## config.mk

```make
export PLATFORM = sky130hd
export DESIGN_NAME = tech_sync_filter
export DESIGN_NICKNAME = d
export VERILOG_FILES = /design/src/rtl/tech_sync_pkg.sv /design/src/rtl/tech_sync_filter_chan.sv /design/src/rtl/tech_sync_filter.sv
export SDC_FILE = /design/constraint.sdc
export NUM_CORES = 1
export LEC_CHECK = 0
export ABC_AREA = 1
export CAP_MARGIN = 20
export CORE_MARGIN = 2
export CORE_UTILIZATION = 51
export DETAILED_ROUTE_END_ITERATION = 12
export GPL_TIMING_DRIVEN = 0
export PLACE_DENSITY = 0.81
export SLEW_MARGIN = 25
export SYNTH_ARGS = -nofsm -noshare
export SYNTH_HDL_FRONTEND = slang
export SYNTH_SLANG_ARGS = --single-unit
export TNS_END_PERCENT = 1
```

## constraint.sdc

```tcl
create_clock -name clk -period 1 [get_ports clk]
set_input_delay 0.2 -clock clk [delete_from_list [all_inputs] [get_ports clk]]
set_output_delay 0.2 -clock clk [all_outputs]
set_load 0.02 [all_outputs]
```

## src/rtl/tech_sync_pkg.sv

```systemverilog
// Shared definitions for the tech_sync_* family: counter sizing, parameter
// limits and the per-cycle filter decision type.
package tech_sync_pkg;

    localparam int MIN_DEPTH         = 2;
    localparam int MIN_FILTER_CYCLES = 1;

    // What the stability filter does with a channel on an enabled cycle.
    typedef enum logic [1:0] {
        FILT_IDLE   = 2'd0,  // synced level agrees with q, count cleared
        FILT_COUNT  = 2'd1,  // level differs, still inside the window
        FILT_UPDATE = 2'd2   // level differed for the whole window, q follows
    } filt_action_e;

    // Counter width: clog2 of the window, never narrower than one bit.
    function automatic int cnt_width(input int fc);
        int w;
        w = $clog2(fc);
        return (w < 1) ? 1 : w;
    endfunction

endpackage

```

## src/rtl/tech_sync_filter_chan.sv

```systemverilog
// One channel of tech_sync_filter: DEPTH-stage synchroniser, stability
// counter, filtered level and (when TECH_SYNC_FILTER_EDGES_EN is defined)
// the registered rise/fall pulses.
module tech_sync_filter_chan
    import tech_sync_pkg::*;
#(
    parameter int DEPTH         = 2,
    parameter int FILTER_CYCLES = 4
) (
    input  logic clk,
    input  logic clk__enable,
    input  logic reset_n,
    input  logic d,
    output logic q,
    output logic rise,
    output logic fall
`ifdef TECH_SYNC_FILTER_EDGES_EN
    ,
    output logic edge_o
`endif
);

    localparam int            CW      = cnt_width(FILTER_CYCLES);
    localparam logic [CW-1:0] CNT_MAX = CW'(FILTER_CYCLES - 1);

    logic [DEPTH-1:0] sync_d, sync_q;
    logic [CW-1:0]    cnt_d, cnt_q;
    logic             q_d, q_q;
    logic             s;
    filt_action_e     act;

    assign s = sync_q[DEPTH-1];
    assign q = q_q;

    // Next state of the synchroniser chain, the stability counter and q.
    always_comb begin
        sync_d = {sync_q[DEPTH-2:0], d};
        cnt_d  = cnt_q;
        q_d    = q_q;
        if (s == q_q) begin
            act = FILT_IDLE;
        end else if (cnt_q == CNT_MAX) begin
            act = FILT_UPDATE;
        end else begin
            act = FILT_COUNT;
        end
        case (act)
            FILT_IDLE:   cnt_d = {CW{1'b0}};
            FILT_COUNT:  cnt_d = cnt_q + CW'(1);
            FILT_UPDATE: begin
                q_d   = s;
                cnt_d = {CW{1'b0}};
            end
            default:     cnt_d = {CW{1'b0}};
        endcase
    end

    // Channel state registers; reset wins over enable, disabled cycles hold.
    always_ff @(posedge clk) begin
        if (!reset_n) begin
            sync_q <= {DEPTH{1'b0}};
            cnt_q  <= {CW{1'b0}};
            q_q    <= 1'b0;
        end else if (clk__enable) begin
            sync_q <= sync_d;
            cnt_q  <= cnt_d;
            q_q    <= q_d;
        end
    end

`ifdef TECH_SYNC_FILTER_EDGES_EN
    logic rise_d, rise_q, fall_d, fall_q;

    // A pulse marks exactly the enabled cycle on which q takes a new value.
    always_comb begin
        if (act == FILT_UPDATE) begin
            rise_d = s;
            fall_d = ~s;
        end else begin
            rise_d = 1'b0;
            fall_d = 1'b0;
        end
    end

    // Edge pulse registers; held, not cleared, while the enable is low.
    always_ff @(posedge clk) begin
        if (!reset_n) begin
            rise_q <= 1'b0;
            fall_q <= 1'b0;
        end else if (clk__enable) begin
            rise_q <= rise_d;
            fall_q <= fall_d;
        end
    end

    assign rise   = rise_q;
    assign fall   = fall_q;
    assign edge_o = rise_d | fall_d;
`else
    assign rise = 1'b0;
    assign fall = 1'b0;
`endif

endmodule

```

## src/rtl/tech_sync_filter.sv

```systemverilog
// tech_sync_filter: WIDTH independent synchronised, glitch-filtered level
// inputs. Edge outputs (rise/fall/changed) exist only when the macro
// TECH_SYNC_FILTER_EDGES_EN is defined; otherwise they are tied to 0.
// Channels are not coherent with one another: never use this for buses.
module tech_sync_filter
    import tech_sync_pkg::*;
#(
    parameter int WIDTH         = 8,
    parameter int DEPTH         = 2,
    parameter int FILTER_CYCLES = 4
) (
    input  logic             clk,
    input  logic             clk__enable,
    input  logic             reset_n,
    input  logic [WIDTH-1:0] d,
    output logic [WIDTH-1:0] q,
    output logic [WIDTH-1:0] rise,
    output logic [WIDTH-1:0] fall,
    output logic             changed
);

    if (WIDTH < 1) begin : g_bad_width
        $error("tech_sync_filter: WIDTH must be >= 1");
    end
    if (DEPTH < MIN_DEPTH) begin : g_bad_depth
        $error("tech_sync_filter: DEPTH must be >= 2");
    end
    if (FILTER_CYCLES < MIN_FILTER_CYCLES) begin : g_bad_fc
        $error("tech_sync_filter: FILTER_CYCLES must be >= 1");
    end

`ifdef TECH_SYNC_FILTER_EDGES_EN
    logic [WIDTH-1:0] edge_s;
`endif

    for (genvar i = 0; i < WIDTH; i++) begin : g_chan
        tech_sync_filter_chan #(
            .DEPTH         (DEPTH),
            .FILTER_CYCLES (FILTER_CYCLES)
        ) u_chan (
            .clk         (clk),
            .clk__enable (clk__enable),
            .reset_n     (reset_n),
            .d           (d[i]),
            .q           (q[i]),
            .rise        (rise[i]),
            .fall        (fall[i])
`ifdef TECH_SYNC_FILTER_EDGES_EN
            ,
            .edge_o      (edge_s[i])
`endif
        );
    end

`ifdef TECH_SYNC_FILTER_EDGES_EN
    logic changed_d, changed_q;

    // Any channel producing a pulse this cycle raises changed alongside it.
    always_comb begin
        changed_d = |edge_s;
    end

    // changed register follows the same reset/enable rules as the pulses.
    always_ff @(posedge clk) begin
        if (!reset_n) begin
            changed_q <= 1'b0;
        end else if (clk__enable) begin
            changed_q <= changed_d;
        end
    end

    assign changed = changed_q;
`else
    assign changed = 1'b0;
`endif

endmodule

```

==> reports/metrics.csv, run 1 <==
metric,value,unit
most frequent standard cell in the layout excluding fill and tap cells,sky130_fd_sc_hd__nor2_1,
hold path startpoint,clk__enable,
failing checks,negative setup slack,
largest voltage drop on the vdd net,973.5,uV
Final Max Slew Viols,0,
proportion of synthesized chip area in sequential cells,42.98,%
cell depth of the worst setup path,2,
diodes inserted,0,
count of nets left with antenna violations after detail routing,0,
post-DP HPWL,2474,um
fraction of final layout cells with drive strength greater than 1,39.24,%
TritonCTS clock tree,built,
power per standard cell area,1242,nW/um^2
number of endpoints with negative hold slack in the final report,0,
global-route wire length before repair,6499,um
Hold Path Sink,g_chan[1].u_chan.q,
Worst Slack Setup Final,-0.1398,ns
Die Y,64.44,um
kind of launch point of the worst setup path,flip-flop,
Horiz. Die Dim,64.44,um
clock latency on the worst-skew pair,0.36,ns
library cell used as clock root buffer,sky130_fd_sc_hd__clkbuf_4,
type of the setup path with the least slack,reg -> out,
number of design-rule violations left by the first detailed-router iteration,123,
total of flip-flops plus latches after synthesis,40,
Reg2Reg Launch Point,g_chan[4].u_chan.q,
total overflow reported by the global router,0,
status,finished with violations,
pin count of the biggest net entering global routing,12,
syn avg cell area,7.795,um^2
H-Tree Depth,2,
Syn-to-layout area delta,32.24,%
WP data required,0.80,ns
final routed wire length divided by cell count,12.44,um
# DRC,0,
Worst path most repeated cell,sky130_fd_sc_hd__buf_6,
Cell variety after synth,16,
sum of routed wire length over all layers,4156,um
design area,2464,um^2
buffering stage count on the worst path with inverters included,2,
area of the mapped netlist,1863,um^2
critical path's largest stage delay,0.35,ns
vias in the first global route,1416,
sink count of the clock tree,40,
cell-by-cell trace of the critical path,"buf_6, buf_6",
period utilization,114.0,%
via count,1699,
maximum root-to-sink buffer count,2,
Pre-Repair DR Iteration Count,4,
kind of capture point of the worst setup path,primary output,
global router's overall resource usage,20.55,%
Placed Area,2151,um^2
input/output buffers,17,
warnings from Yosys,0,
number of antenna violations at the first check in global routing,0,
maximum clock skew at final layout,0.01167,ns
fmax,877.4,MHz
grt met1 use,27.27,%
Tmin final,1.140,ns
Placement Rows,21,
Pleak,0.001055,uW
area of the die,4153,um^2
"leading cell types in the layout, fill and taps excluded","sky130_fd_sc_hd__nor2_1 (40), sky130_fd_sc_hd__o21ai_0 (29), sky130_fd_sc_hd__buf_4 (26)",
arrival time at the worst endpoint,0.94,ns
via count normalized by instance count,5.087,
worst-case register-to-register setup slack,-0.01,ns
unrepaired setup endpoints after global routing,true,
total of endpoints with negative setup slack in the final report,9,
GR peak layer,met2,
I/O pin count,36,
clock transition at the registers of the reported paths,0.12,ns
worst setup slack before clock tree synthesis,-0.5040,ns
met3 layer usage reported by global route,5.903,%
sum of negative setup slack,-0.9925,ns
total CTS buffers,5,
worst-case reg-to-reg path depth,4,
final layout net count,306,
Hold Path Class,in -> reg,
effective utilization at floorplan,54.54,%
Post-CTS Hold Fix Bufs,0,
cell family with the largest share of critical-path delay,flip-flops,
reg-to-reg endpoint,g_chan[4].u_chan.cnt_q[0],
slowest cell on the critical path,sky130_fd_sc_hd__dfxtp_2,
met2 Track Usage GR,31.77,%
count of mapped cells out of synthesis,239,
number of max-cap violations,0,
worst hold stages,3,
worst-path fanout max,2,
core area,3416,um^2
routability-driven placement congestion ratio,0.7879,
synth_stat cells:
master,instances,area share [%]
sky130_fd_sc_hd__ha_1,8,5.4
sky130_fd_sc_hd__a21oi_1,33,8.9
sky130_fd_sc_hd__nand3_1,16,4.3
sky130_fd_sc_hd__or2_2,7,2.4
sky130_fd_sc_hd__nand2_1,17,3.4
sky130_fd_sc_hd__o21ai_0,32,8.6
sky130_fd_sc_hd__conb_1,1,0.20
sky130_fd_sc_hd__buf_2,5,1.3
sky130_fd_sc_hd__inv_1,3,0.60
sky130_fd_sc_hd__nor2_1,40,8.1
sky130_fd_sc_hd__buf_6,1,0.60
sky130_fd_sc_hd__nor2_2,5,1.7
sky130_fd_sc_hd__dfxtp_1,40,43
sky130_fd_sc_hd__clkbuf_1,4,0.81
sky130_fd_sc_hd__inv_4,1,0.34
sky130_fd_sc_hd__buf_4,26,10
stage by stage:
stage | hold WS, ns | total power (uW) | instances | utilization, %
global route | 0.2078 | 3188 | 334 | 72.12
CTS | 0.1757 | 3005 | 334 | 69.12
detailed placement | 0.4674 | 2163 | 318 | 62.97
global placement | 0.4560 | 2153 | 318 | 62.97
floorplan | 0.3349 | 2055 | 255 | -
finish | 0.1892 | 3060 | 334 | 72.12
area by class of cell:
cell class / instances / area [um^2]
Clock buffer: 8 / 58.81
Sequential cell: 40 / 822.0
Buffer: 36 / 282.8
Timing Repair Buffer: 25 / 242.7
Tap cell: 46 / 57.56
Inverter: 4 / 17.52
Multi-Input combinational cell: 175 / 982.2
Fill cell: 273 / 952.2
kinds of logic (layout without fill, tap and decap cells):
logic type               Yosys count  count (layout)  share of synthesized area [%]
AND/OR/NAND/NOR                   85              85                          19.81
buffers and inverters             40              73                          14.17
AO/OA/AOI/OAI                     65              65                          17.46
other                              1              17                         0.2013
adder cells (fa/ha/maj)            8               8                          5.373
flip-flops                        40              40                          42.98
metal layers:
layer  wire length (um)  share of wire, %
met1               1870                45
met2               1996                48
met3                191               4.6
met4                 97               2.3
met5                  0                 0
worst min-delay path, cell delays in order:
cell and delay [ns]:
sky130_fd_sc_hd__buf_4 0.16, sky130_fd_sc_hd__nand2_1 0.09, sky130_fd_sc_hd__a21oi_1 0.06
power breakdown:
| group | total [uW] | switching (uW) | leakage (uW) | internal (uW) |
|---|---|---|---|---|
| clock | 872 | 525 | 0.0000326 | 347 |
| combinational | 461 | 254 | 0.000687 | 206 |
| sequential | 1730 | 57.0 | 0.000336 | 1670 |
| total | 3060 | 836 | 0.00106 | 2220 |
flip-flops by register name, summed over array words and instances (netlist names):
register,count
g_chan.u_chan.cnt_q,16
g_chan.u_chan.sync_q,16
g_chan.u_chan.q,8
how the worst max path moves through the flow:
stage	start	endpoint	slack, ns
6_report	g_chan[3].u_chan.q	q[3]	-0.14
5_1_grt	g_chan[3].u_chan.q	q[3]	-0.16
4_1_cts	g_chan[5].u_chan.q	q[5]	-0.12
3_5_place_dp	reset_n	g_chan[0].u_chan.sync_q[0]	-0.50
3_3_place_gp	reset_n	g_chan[2].u_chan.cnt_q[1]	-0.48
2_1_floorplan	g_chan[0].u_chan.cnt_q[0]	g_chan[0].u_chan.cnt_q[0]	0.08
timing repair:
action,in CTS,in global routing
resized for setup,77,39
buffers inserted,8,0
endpoints found under the setup margin,46,48
Note: power is estimated with default switching activity, not from simulation.
==> run 2: changes to the inputs <==
--- a/config.mk
+++ b/config.mk
@@ -11,7 +11,7 @@
 export CORE_UTILIZATION = 51
 export DETAILED_ROUTE_END_ITERATION = 12
 export GPL_TIMING_DRIVEN = 0
-export PLACE_DENSITY = 0.81
+export PLACE_DENSITY = 0.84
 export SLEW_MARGIN = 25
 export SYNTH_ARGS = -nofsm -noshare
 export SYNTH_HDL_FRONTEND = slang
==> reports/metrics.csv, run 2 (synthesis results as in run 1) <==
metric,value,unit,change
fraction of final layout cells with drive strength greater than 1,37.28,%,was 39.24%
Worst path most repeated cell,sky130_fd_sc_hd__buf_6,,unchanged
Pleak,0.001040,uW,was 0.001055 uW
input/output buffers,17,,unchanged
largest voltage drop on the vdd net,940.0,uV,was 973.5 uV
slowest cell on the critical path,sky130_fd_sc_hd__dfxtp_2,,unchanged
Post-CTS Hold Fix Bufs,0,,unchanged
diodes inserted,0,,unchanged
cell-by-cell trace of the critical path,"buf_6, buf_6",,unchanged
total of endpoints with negative setup slack in the final report,13,,was 9
I/O pin count,36,,unchanged
kind of capture point of the worst setup path,primary output,,unchanged
non-filler cells in the finished layout,333,,was 334
status,finished with violations,,unchanged
number of design-rule violations left by the first detailed-router iteration,115,,was 123
vias in the first global route,1489,,was 1416
fmax,894.3,MHz,was 877.4 MHz
Syn-to-layout area delta,29.95,%,was 32.24%
# DRC,0,,unchanged
core area,3416,um^2,unchanged
TritonCTS clock tree,built,,unchanged
design area,2421,um^2,was 2464 um^2
sum of routed wire length over all layers,4233,um,was 4156 um
routability-driven placement congestion ratio,0.8166,,was 0.7879
global router's overall resource usage,20.69,%,was 20.55%
total CTS buffers,5,,unchanged
number of max-cap violations,0,,unchanged
type of the setup path with the least slack,reg -> out,,unchanged
Pre-Repair DR Iteration Count,5,,was 4
critical path's largest stage delay,0.35,ns,about the same
WP data required,0.80,ns,about the same
clock transition at the registers of the reported paths,0.12,ns,about the same
period utilization,111.8,%,was 114.0%
Hold Path Class,in -> reg,,unchanged
Worst Slack Setup Final,-0.1183,ns,was -0.1398 ns
maximum root-to-sink buffer count,2,,unchanged
maximum clock skew at final layout,0.01161,ns,was 0.01167 ns
number of antenna violations at the first check in global routing,0,,unchanged
kind of launch point of the worst setup path,flip-flop,,unchanged
number of endpoints with negative hold slack in the final report,0,,unchanged
Tmin final,1.118,ns,was 1.140 ns
unrepaired setup endpoints after global routing,true,,unchanged
Die Y,64.44,um,unchanged
sink count of the clock tree,40,,unchanged
Final Max Slew Viols,0,,unchanged
final layout net count,305,,was 306
via count normalized by instance count,5.087,,about the same
arrival time at the worst endpoint,0.92,ns,was 0.94 ns
failing checks,negative setup slack,,unchanged
Placement Rows,21,,unchanged
worst setup slack before clock tree synthesis,-0.5139,ns,was -0.5040 ns
H-Tree Depth,2,,unchanged
effective utilization at floorplan,54.54,%,unchanged
total overflow reported by the global router,0,,unchanged
pin count of the biggest net entering global routing,12,,unchanged
final design utilization,70.88,%,was 72.12%
post-DP HPWL,2430,um,was 2474 um
Placed Area,2151,um^2,unchanged
worst-path fanout max,2,,unchanged
clock latency on the worst-skew pair,0.35,ns,was 0.36 ns
power per standard cell area,1264,nW/um^2,was 1242 nW/um^2
via count,1694,,was 1699
area of the die,4153,um^2,unchanged
final routed wire length divided by cell count,12.71,um,was 12.44 um
most frequent standard cell in the layout excluding fill and tap cells,sky130_fd_sc_hd__nor2_1,,unchanged
cell total after placement,318,,unchanged
library cell used as clock root buffer,sky130_fd_sc_hd__clkbuf_4,,unchanged
"leading cell types in the layout, fill and taps excluded","sky130_fd_sc_hd__nor2_1 (40), sky130_fd_sc_hd__o21ai_0 (28), sky130_fd_sc_hd__buf_4 (27)",,"was sky130_fd_sc_hd__nor2_1 (40), sky130_fd_sc_hd__o21ai_0 (29), sky130_fd_sc_hd__buf_4 (26)"
global-route wire length before repair,6679,um,was 6499 um
count of nets left with antenna violations after detail routing,0,,unchanged
Horiz. Die Dim,64.44,um,unchanged
run 2: where the power goes:
group	internal, uW	leakage, uW	total (uW)	switching, uW
Clock	348	0.0000326	875	528
Sequential	1670	0.000336	1730	57.4
Combinational	204	0.000671	458	254
run 2: final timing paths:
check,start,to,slack [ns],cells past startpoint
min,clk__enable,g_chan[1].u_chan.q,0.19,3
max,g_chan[5].u_chan.q,q[5],-0.12,2
max reg2reg,g_chan[5].u_chan.q,g_chan[5].u_chan.cnt_q[1],-0.02,4
min reg2reg,g_chan[1].u_chan.cnt_q[0],g_chan[1].u_chan.cnt_q[0],0.49,2
run 2: through the flow:
| stage | TNS (ns) | power [uW] | hold WS, ns |
|---|---|---|---|
| after floorplan | 0 | 2055 | 0.3349 |
| after global placement | -16.54 | 2150 | 0.4545 |
| after detailed placement | -16.77 | 2162 | 0.4657 |
| after CTS | -0.9168 | 3018 | 0.1833 |
| after global routing | -1.662 | 3198 | 0.1799 |
| final | -0.8284 | 3061 | 0.1850 |
run 2: repair_timing:
action | in CTS | in global routing
resized for setup | 76 | 35
setup endpoints to repair | 44 | 46
buffers inserted | 8 | 0
run 2: final cells by class:
type,instances,area [um^2]
plain buffers,35,276.5
clock buffers,8,58.81
fillers,291,994.7
inverters,4,17.52
multi-input cells,175,949.7
flip-flops and latches,40,820.8
well taps,46,57.56
repair buffers,25,240.2
run 2: critical path: cells and delay by family (launching register included):
family	cells	cell delay, ns
buf+inv	2	0.23
flops	1	0.35
run 2: layer usage:
metal / vias up / wire (um) / track usage (%)
li1: 848 / - / -
met1: 794 / 1825 / 25.82
met2: 44 / 2109 / 34.77
met3: 8 / 237 / 5.556
met4: 0 / 60 / 6.649
met5: - / 0 / 0
